File: src/rtl/seg7_pkg.sv
// Shared constants and types for the four-digit seven-segment scan controller.
// Segment encodings are active-low {g,f,e,d,c,b,a}.
package seg7_pkg;

    localparam logic [6:0] SEG_BLANK = 7'h7F;
    localparam logic [3:0] AN_OFF    = 4'hF;

    // Packed table, so index 15 comes first in the concatenation
    localparam logic [15:0][6:0] SEG_TABLE = {
        7'h0E,  // F
        7'h06,  // E
        7'h21,  // d
        7'h46,  // C
        7'h03,  // b
        7'h08,  // A
        7'h10,  // 9
        7'h00,  // 8
        7'h78,  // 7
        7'h02,  // 6
        7'h12,  // 5
        7'h19,  // 4
        7'h30,  // 3
        7'h24,  // 2
        7'h79,  // 1
        7'h40   // 0
    };

    typedef logic [1:0] digit_idx_t;

    typedef struct packed {
        logic [15:0] digits;
        logic [3:0]  dp;
        logic [3:0]  blank;
    } frame_t;

    function automatic logic [3:0] anode_onehot_low(input digit_idx_t idx);
        logic [3:0] onehot;
        onehot = 4'b0001 << idx;
        return ~onehot;
    endfunction

endpackage

File: src/rtl/seg7_decode.sv
// Combinational hex-nibble to seven-segment decoder (active-low cathodes).
module seg7_decode (
    input  logic [3:0] hex,
    output logic [6:0] seg
);
    import seg7_pkg::*;

    assign seg = SEG_TABLE[hex];

endmodule

File: src/rtl/seg7_scan_ctrl.sv
// Time-multiplexed four-digit seven-segment scan controller with per-slot
// anode dead time and frame-synchronous (tear-free) display updates.
module seg7_scan_ctrl #(
    parameter int REFRESH_DIV = 50000,
    parameter int DEAD_CYC    = 500
) (
    input  logic        clk,
    input  logic        rst,
    input  logic [15:0] digits,
    input  logic [3:0]  dp_in,
    input  logic [3:0]  blank_in,
    input  logic        load,
    output logic [3:0]  an,
    output logic [6:0]  seg,
    output logic        dp,
    output logic [1:0]  digit_sel,
    output logic        frame_done
);
    import seg7_pkg::*;

    localparam int CNT_W = (REFRESH_DIV > 1) ? $clog2(REFRESH_DIV) : 1;
    localparam logic [CNT_W-1:0] CNT_MAX = CNT_W'(REFRESH_DIV - 1);

    logic [CNT_W-1:0] cnt_p0;
    digit_idx_t       idx_p0;
    logic             tick_p0;
    logic             wrap_p0;
    logic             in_dead_p0;

    frame_t           active_p0;
    frame_t           pending_p0;
    logic             pend_vld_p0;
    frame_t           load_frame;

    logic [3:0]       cur_nib_p0;
    logic [6:0]       seg_dec_p0;
    logic [3:0]       an_nxt_p0;

    logic [3:0]       an_p1;
    logic [6:0]       seg_p1;
    logic             dp_p1;
    digit_idx_t       sel_p1;
    logic             fd_p1;

    // ---- stage p0: prescaler and digit index ----
    assign tick_p0 = (cnt_p0 == CNT_MAX);
    assign wrap_p0 = tick_p0 && (idx_p0 == 2'd3);

    always_ff @(posedge clk) begin
        if (rst) begin
            cnt_p0 <= '0;
            idx_p0 <= '0;
        end else begin
            cnt_p0 <= tick_p0 ? '0 : cnt_p0 + 1'b1;
            if (tick_p0) begin
                idx_p0 <= idx_p0 + 1'b1;
            end
        end
    end

    generate
        if (DEAD_CYC > 0) begin : g_dead
            localparam logic [CNT_W-1:0] DEAD_T = CNT_W'(DEAD_CYC);
            assign in_dead_p0 = (cnt_p0 < DEAD_T);
        end else begin : g_no_dead
            assign in_dead_p0 = 1'b0;
        end
    endgenerate

    // Loads are staged in pending and only promoted at the frame wrap, so a
    // frame is always drawn from one consistent snapshot.
    assign load_frame = '{digits: digits, dp: dp_in, blank: blank_in};

    always_ff @(posedge clk) begin
        if (rst) begin
            active_p0   <= '0;
            pending_p0  <= '0;
            pend_vld_p0 <= 1'b0;
        end else begin
            if (load) begin
                pending_p0 <= load_frame;
            end
            if (wrap_p0) begin
                if (load) begin
                    active_p0 <= load_frame;
                end else if (pend_vld_p0) begin
                    active_p0 <= pending_p0;
                end
                pend_vld_p0 <= 1'b0;
            end else if (load) begin
                pend_vld_p0 <= 1'b1;
            end
        end
    end

    assign cur_nib_p0 = active_p0.digits[{idx_p0, 2'b00} +: 4];

    seg7_decode u_decode (
        .hex (cur_nib_p0),
        .seg (seg_dec_p0)
    );

    assign an_nxt_p0 = (in_dead_p0 || active_p0.blank[idx_p0]) ? AN_OFF
                                                                : anode_onehot_low(idx_p0);

    // ---- stage p1: registered pad drivers ----
    always_ff @(posedge clk) begin
        if (rst) begin
            an_p1  <= AN_OFF;
            seg_p1 <= SEG_BLANK;
            dp_p1  <= 1'b1;
            sel_p1 <= '0;
            fd_p1  <= 1'b0;
        end else begin
            an_p1  <= an_nxt_p0;
            seg_p1 <= seg_dec_p0;
            dp_p1  <= ~active_p0.dp[idx_p0];
            sel_p1 <= idx_p0;
            fd_p1  <= wrap_p0;
        end
    end

    assign an         = an_p1;
    assign seg        = seg_p1;
    assign dp         = dp_p1;
    assign digit_sel  = sel_p1;
    assign frame_done = fd_p1;

endmodule

File: config.mk
export PLATFORM = sky130hd
export DESIGN_NAME = seg7_scan_ctrl
export DESIGN_NICKNAME = d
export VERILOG_FILES = /design/src/rtl/seg7_pkg.sv /design/src/rtl/seg7_decode.sv /design/src/rtl/seg7_scan_ctrl.sv
export SDC_FILE = /design/constraint.sdc
export NUM_CORES = 1
export LEC_CHECK = 0
export ABC_CLOCK_PERIOD_IN_PS = 2750
export CORE_AREA = 5 5 95 97
export CTS_CLUSTER_DIAMETER = 50
export DETAILED_ROUTE_END_ITERATION = 8
export DIE_AREA = 0 0 100 102
export PLACE_DENSITY_LB_ADDON = 0.2
export RECOVER_POWER = 25
export SLEW_MARGIN = 20
export SYNTH_ARGS = -nofsm -noshare
export SYNTH_HDL_FRONTEND = slang
export SYNTH_SLANG_ARGS = --single-unit
File: constraint.sdc
create_clock -name clk -period 2.75 [get_ports clk]
set_input_delay 0.6875 -clock clk [delete_from_list [all_inputs] [get_ports clk]]
set_output_delay 0.6875 -clock clk [all_outputs]
set_load 0.02 [all_outputs]
---- Word-level counts from Yosys, hierarchy flattened ----
Memories as Yosys holds them, arrays and structs flattened. A register that Yosys moved wholly into a read port is not among the register bits.
Cells that the tools add are included.
storage, ports and cells
  memory bits (writable) .................. 0
  ROM bits ................................ 112
  memories kept ........................... 1
  word-level logic and storage cells ...... 37
  input bits .............................. 27
  latch bits .............................. 0
  output and inout port bits .............. 15
  flip-flop bits (word level) ............. 75
operators by class
  reductions and logical operators ........ 7
  shifts and indexed selects .............. 2
  divide/modulo/power cells ............... 0
  add/subtract/negate cells ............... 2
  magnitude comparators ................... 2
  eq/ne operators ......................... 2
  muxes and demuxes ....................... 6
  bitwise logic cells ..................... 2
  $mul .................................... 0
memories
  memory           depth  width  rd ports  clocked after Yosys merged registers in  wr ports  line              text
  (no name shown)  16     7      1         1                                        0         seg7_decode.sv:8  assign seg = SEG_TABLE[hex];
operator list
  cell                                                                            count
  24-bit 2-to-1 mux                                                               2
  16-bit by 1-bit adder with 16-bit output (second input constant)                1
  16-bit equality test (second input constant)                                    1
  16-bit by 9-bit less-than comparator with 1-bit output (second input constant)  1
  16-bit by 5-bit variable part select with 4-bit output                          1
  2-bit OR reduction                                                              3
  1-bit binary-select mux with 2-bit select                                       2
  4-bit NOT                                                                       1
  1-bit by 2-bit left shift with 4-bit output (first input constant)              1
  2-bit by 3-bit less-than comparator with 1-bit output (second input constant)   1
  2-bit by 1-bit adder with 2-bit output (second input constant)                  1
  2-bit equality test (second input constant)                                     1
  1-bit 2-to-1 mux                                                                2
  2-bit AND reduction                                                             1
  2-bit nonzero test                                                              1
  1-bit logical AND                                                               1
  1-bit logical OR                                                                1
  1-bit NOT                                                                       1

---- Depth between registers and ports, before layout ----
  depth in word-level cells ............... 4
  gate-level depth with buffers ........... 8
  depth with buffers taken out ............ 7

---- Cells and area by module ----
From an unflattened synthesis, not the netlist that was laid out.
unflattened totals
  cell total of the unflattened synthesis .. 330
  area total of the unflattened synthesis .. 3,525.9 um^2
modules (own cells, without submodules)
  module          cells each  area each (um^2)  instances  seq. area each (um^2)
  seg7_scan_ctrl  298         3,250.6           1          1,641.6
  seg7_decode     32          275.3             1          0.0

---- Least setup slack after synthesis ----
Ideal clock, no wire load.
  path type ............................... register to register
  from .................................... register idx_p0[0]
  to ...................................... register seg_p1[3] (netlist: seg[3])
  library setup time ...................... 0.134 ns
  required time ........................... 2.616 ns
  arrival ................................. 1.850 ns
  stages on the path, launching flop included .. 8
  setup slack ............................. 0.766 ns
  clock period less this slack ............ 1.984 ns
  path buffers ............................ 1
  cell sequence ........................... dfxtp_1 > buf_2 > mux4_2 > inv_1 > ha_1 > nor2_1 > a2111oi_0 > a21oi_1
between the ends
  longest elaborated chain between the ends .. 1
RTL lines
  what                                                    line                  text
  from (decl)                                             seg7_scan_ctrl.sv:25  digit_idx_t idx_p0;
  from (signal assigned)                                  seg7_scan_ctrl.sv:56  idx_p0 <= idx_p0 + 1'b1;
  16-bit by 5-bit variable part select with 4-bit output  seg7_scan_ctrl.sv:96  assign cur_nib_p0 = active_p0.digits[{idx_p0, 2'b00} +: 4];
  to (decl)                                               seg7_scan_ctrl.sv:40  logic [6:0] seg_p1;
No other way between the ends.
A chain may end at the register's enable or synchronous reset.

---- Worst setup path in the final report ----
  from .................................... input load
  to ...................................... register active_p0[21] (netlist bit)
between the ends
  longest elaborated chain between the ends .. 2
  elaborated cells between the ends (all ways) .. 3
  classes of those cells .................. mux (1); reduce/logical (2)
RTL lines
  what                           line                  text
  from (decl)                    seg7_scan_ctrl.sv:12  input logic load,
  2-bit nonzero test (no line)   -
  2-bit AND reduction (no line)  -
  to (signal assigned)           seg7_scan_ctrl.sv:85  active_p0 <= load_frame;
  to (signal assigned)           seg7_scan_ctrl.sv:87  active_p0 <= pending_p0;
  to (decl)                      seg7_scan_ctrl.sv:30  frame_t active_p0;
Several ways; a longest one is shown, not always the timed one.

==> flow_metrics.tcl <==
set metrics [dict create \
    status "completed" \
    finalHoldViolCount 0 \
    portBuffers 41 \
    clk_path_buf_depth 2 \
    postSynthCellCount 335 \
    wl_per_cell_um 14.7 \
    design_area_um2 4120 \
    synth_edf_count 0 \
    worst_pin_slew_ps 906 \
    fillers 741 \
    numCtsBuffers 9 \
    die_x_um 100 \
    start_kind "input pin" \
    final_cell_mix "dfxtp_1, nor2_1, clkdlybuf4s50_1" \
    rsz0062_at_grt "false" \
    async_flop_share 0 \
    antenna_found_initial 0 \
    routed_wl_um 7020 \
    vias_per_cell 5.10 \
    finalSetupTns_ps 0 \
    synth_ff_type "dfxtp_1" \
    setup_violations 0 \
    slew_viol_final 0 \
    cts.sinks 82 \
    rows 33 \
    finalPower_w 0.00228 \
    holdWs_ps 469 \
    synthesis.area_um2 3530 \
    synth_cell_types 44 \
    regToRegSetupSlack_ps 590 \
    fin_util 0.511 \
    antenna_left 0 \
    cts_tree "done" \
    grt_max_degree 43 \
    coreArea_um2 8050 \
    drc_errors 0 \
    reg2reg_from "cnt_p0[12]$_SDFF_PP0_" \
    antenna_cells 0 \
    min_from "cnt_p0[0]$_SDFF_PP0_" \
    final_nets 405 \
    clock_latency_ps 350 \
    grt_first_pass_wirelength_um 12000 \
    fmax_ghz 0.445 \
    ys_ff_latch 82 \
    cts_hold_buf 0 \
    firstDrtPassIters 4 \
    io_pins 42 \
    hold_depth 1 \
    fin_crit_sh 0.817 \
    r2r_end "cnt_p0[12]$_SDFF_PP0_" \
    drive_above_1_share 0.137 \
    die_h_um 102 \
    fin_skew_ps 11.0 \
    hpwl_um 4780 \
    synth.avg_cell_area_um2 10.5 \
    cp-end-kind "flip-flop" \
    cts.repair.resized 0 \
    cellPowerDensity_nw_per_um2 554 \
    holdCritPathClass "reg2reg" \
    htree_levels 3 \
    grt_pass1_vias 2470 \
    drt-initial-drc-count 122 \
    leakagePower_nw 1.47 \
    cts_root_buf "clkbuf_8" \
    grtUsageTotal 0.149 \
    ir_drop_mv 0.335 \
    final_common_cell "dfxtp_1" \
    placed_area_um2 3920 \
    post-cts-setup-buffer-count 0 \
    place_congestion 0.782 \
    reg2reg_depth 5 \
    die-area_um2 10200 \
    whs_endpoint "cnt_p0[0]$_SDFF_PP0_" \
    required_ps 2940 \
    drv_cap 0 \
    yosys_warnings 0 \
    clkTransAtPathRegs_ps 80 \
    worst-path-max-fanout 24 \
    grt_overflow 0 \
    start_util 0.439 \
    synth-seq-area-share 0.465 \
    worst_slew_margin_rel 0.396 \
    critPathArrivalTime_ps 2440 \
    critPathKind "in2reg" \
    fin_crit_ps 2250 \
    areaGrowthSynthToFinish_pct 16.5 \
    vias 2426 \
    syn-num-nets 373 \
]
-- flip-flops by register name (all words and copies together) (netlist names) --
register and flops:
active_p0 24, digit_sel 2, seg 7, pend_vld_p0 1, cnt_p0 16, idx_p0 2, an 4, frame_done 1
pending_p0 24, dp 1
-- report_power, final --
group / switching (W) / total [W] / internal [W] / leakage, nW
registers: 0.00000959 / 0.00123 / 0.00122 / 0.669
clock network: 0.000404 / 0.000911 / 0.000507 / 0.100
logic: 0.0000740 / 0.000144 / 0.0000699 / 0.697
total: 0.000488 / 0.00228 / 0.00179 / 1.47
-- layer usage --
layer  vias up  routed length, um  track usage
li1       1244                  -            -
met1      1138               3460        0.199
met2        35               3170        0.232
met3         9                283       0.0437
met4         0                106       0.0497
met5         -                  0            0
-- metrics by stage --
step / setup WS (ps) / instances
2_1_floorplan: 766 / 335
3_3_place_gp: 545 / 461
3_5_place_dp: 527 / 461
4_1_cts: 578 / 476
5_1_grt: 415 / 476
6_report: 504 / 476
-- cell usage after synthesis (all sizes together) (2+ instances only) --
cell type | number | area (um^2)
clkbuf | 9 | 43.8
a221o | 3 | 30.0
ha | 11 | 138
xnor2 | 5 | 43.8
nor4 | 4 | 40.0
buf | 17 | 159
xor2 | 8 | 70.1
nand4 | 4 | 25.0
mux2i | 26 | 260
or2 | 2 | 12.5
nor3 | 4 | 20.0
and2 | 2 | 13.8
mux4 | 6 | 135
a211oi | 26 | 275
a21oi | 29 | 153
o31ai | 3 | 22.5
nand2 | 12 | 45.0
dfxtp | 82 | 1640
a31oi | 2 | 12.5
and4 | 3 | 27.5
nor2 | 48 | 180
o21ai | 4 | 20.0
or4 | 4 | 33.8
inv | 9 | 33.8
nand3 | 4 | 20.0
-- final cells by class --
type | instances | area [um^2] | share of cell area
Inverter | 9 | 33.8 | 0.00821
Clock buffer | 12 | 135 | 0.0328
Tap cell | 105 | 131 | 0.0319
Multi-Input combinational cell | 217 | 1640 | 0.399
Timing Repair Buffer | 48 | 465 | 0.113
Sequential cell | 82 | 1640 | 0.399
Clock inverter | 3 | 65.1 | 0.0158
-- worst max path at each step --
| stage | slack, ps | cells after the start | startpoint | to |
|---|---|---|---|---|
| CTS | 580 | 5 | cnt_p0[12]$_SDFF_PP0_ | cnt_p0[12]$_SDFF_PP0_ |
| floorplan | 770 | 7 | idx_p0[0]$_SDFFE_PP0P_ | seg[3]$_SDFF_PP1_ |
| global placement | 550 | 4 | load | active_p0[21]$_SDFFE_PP0P_ |
| detailed placement | 530 | 4 | load | active_p0[13]$_SDFFE_PP0P_ |
| finish | 500 | 4 | load | active_p0[21]$_SDFFE_PP0P_ |
| global route | 420 | 4 | load | active_p0[0]$_SDFFE_PP0P_ |
-- logic make-up after synthesis --
family                     synth area share
AOI/OAI and AO/OA                     0.150
xor gates and xnor gates             0.0322
adders and majority gates            0.0390
buffers and inverters                0.0698
DFF                                   0.465
muxes                                 0.115
and+or+nand+nor                       0.129
-- critical path: stages --
cell and delay, ps:
dlygate4sd3_1 540, clkbuf_2 660, mux2i_1 420, a211oi_2 110
No activity file was read; power rests on OpenSTA's default activity.
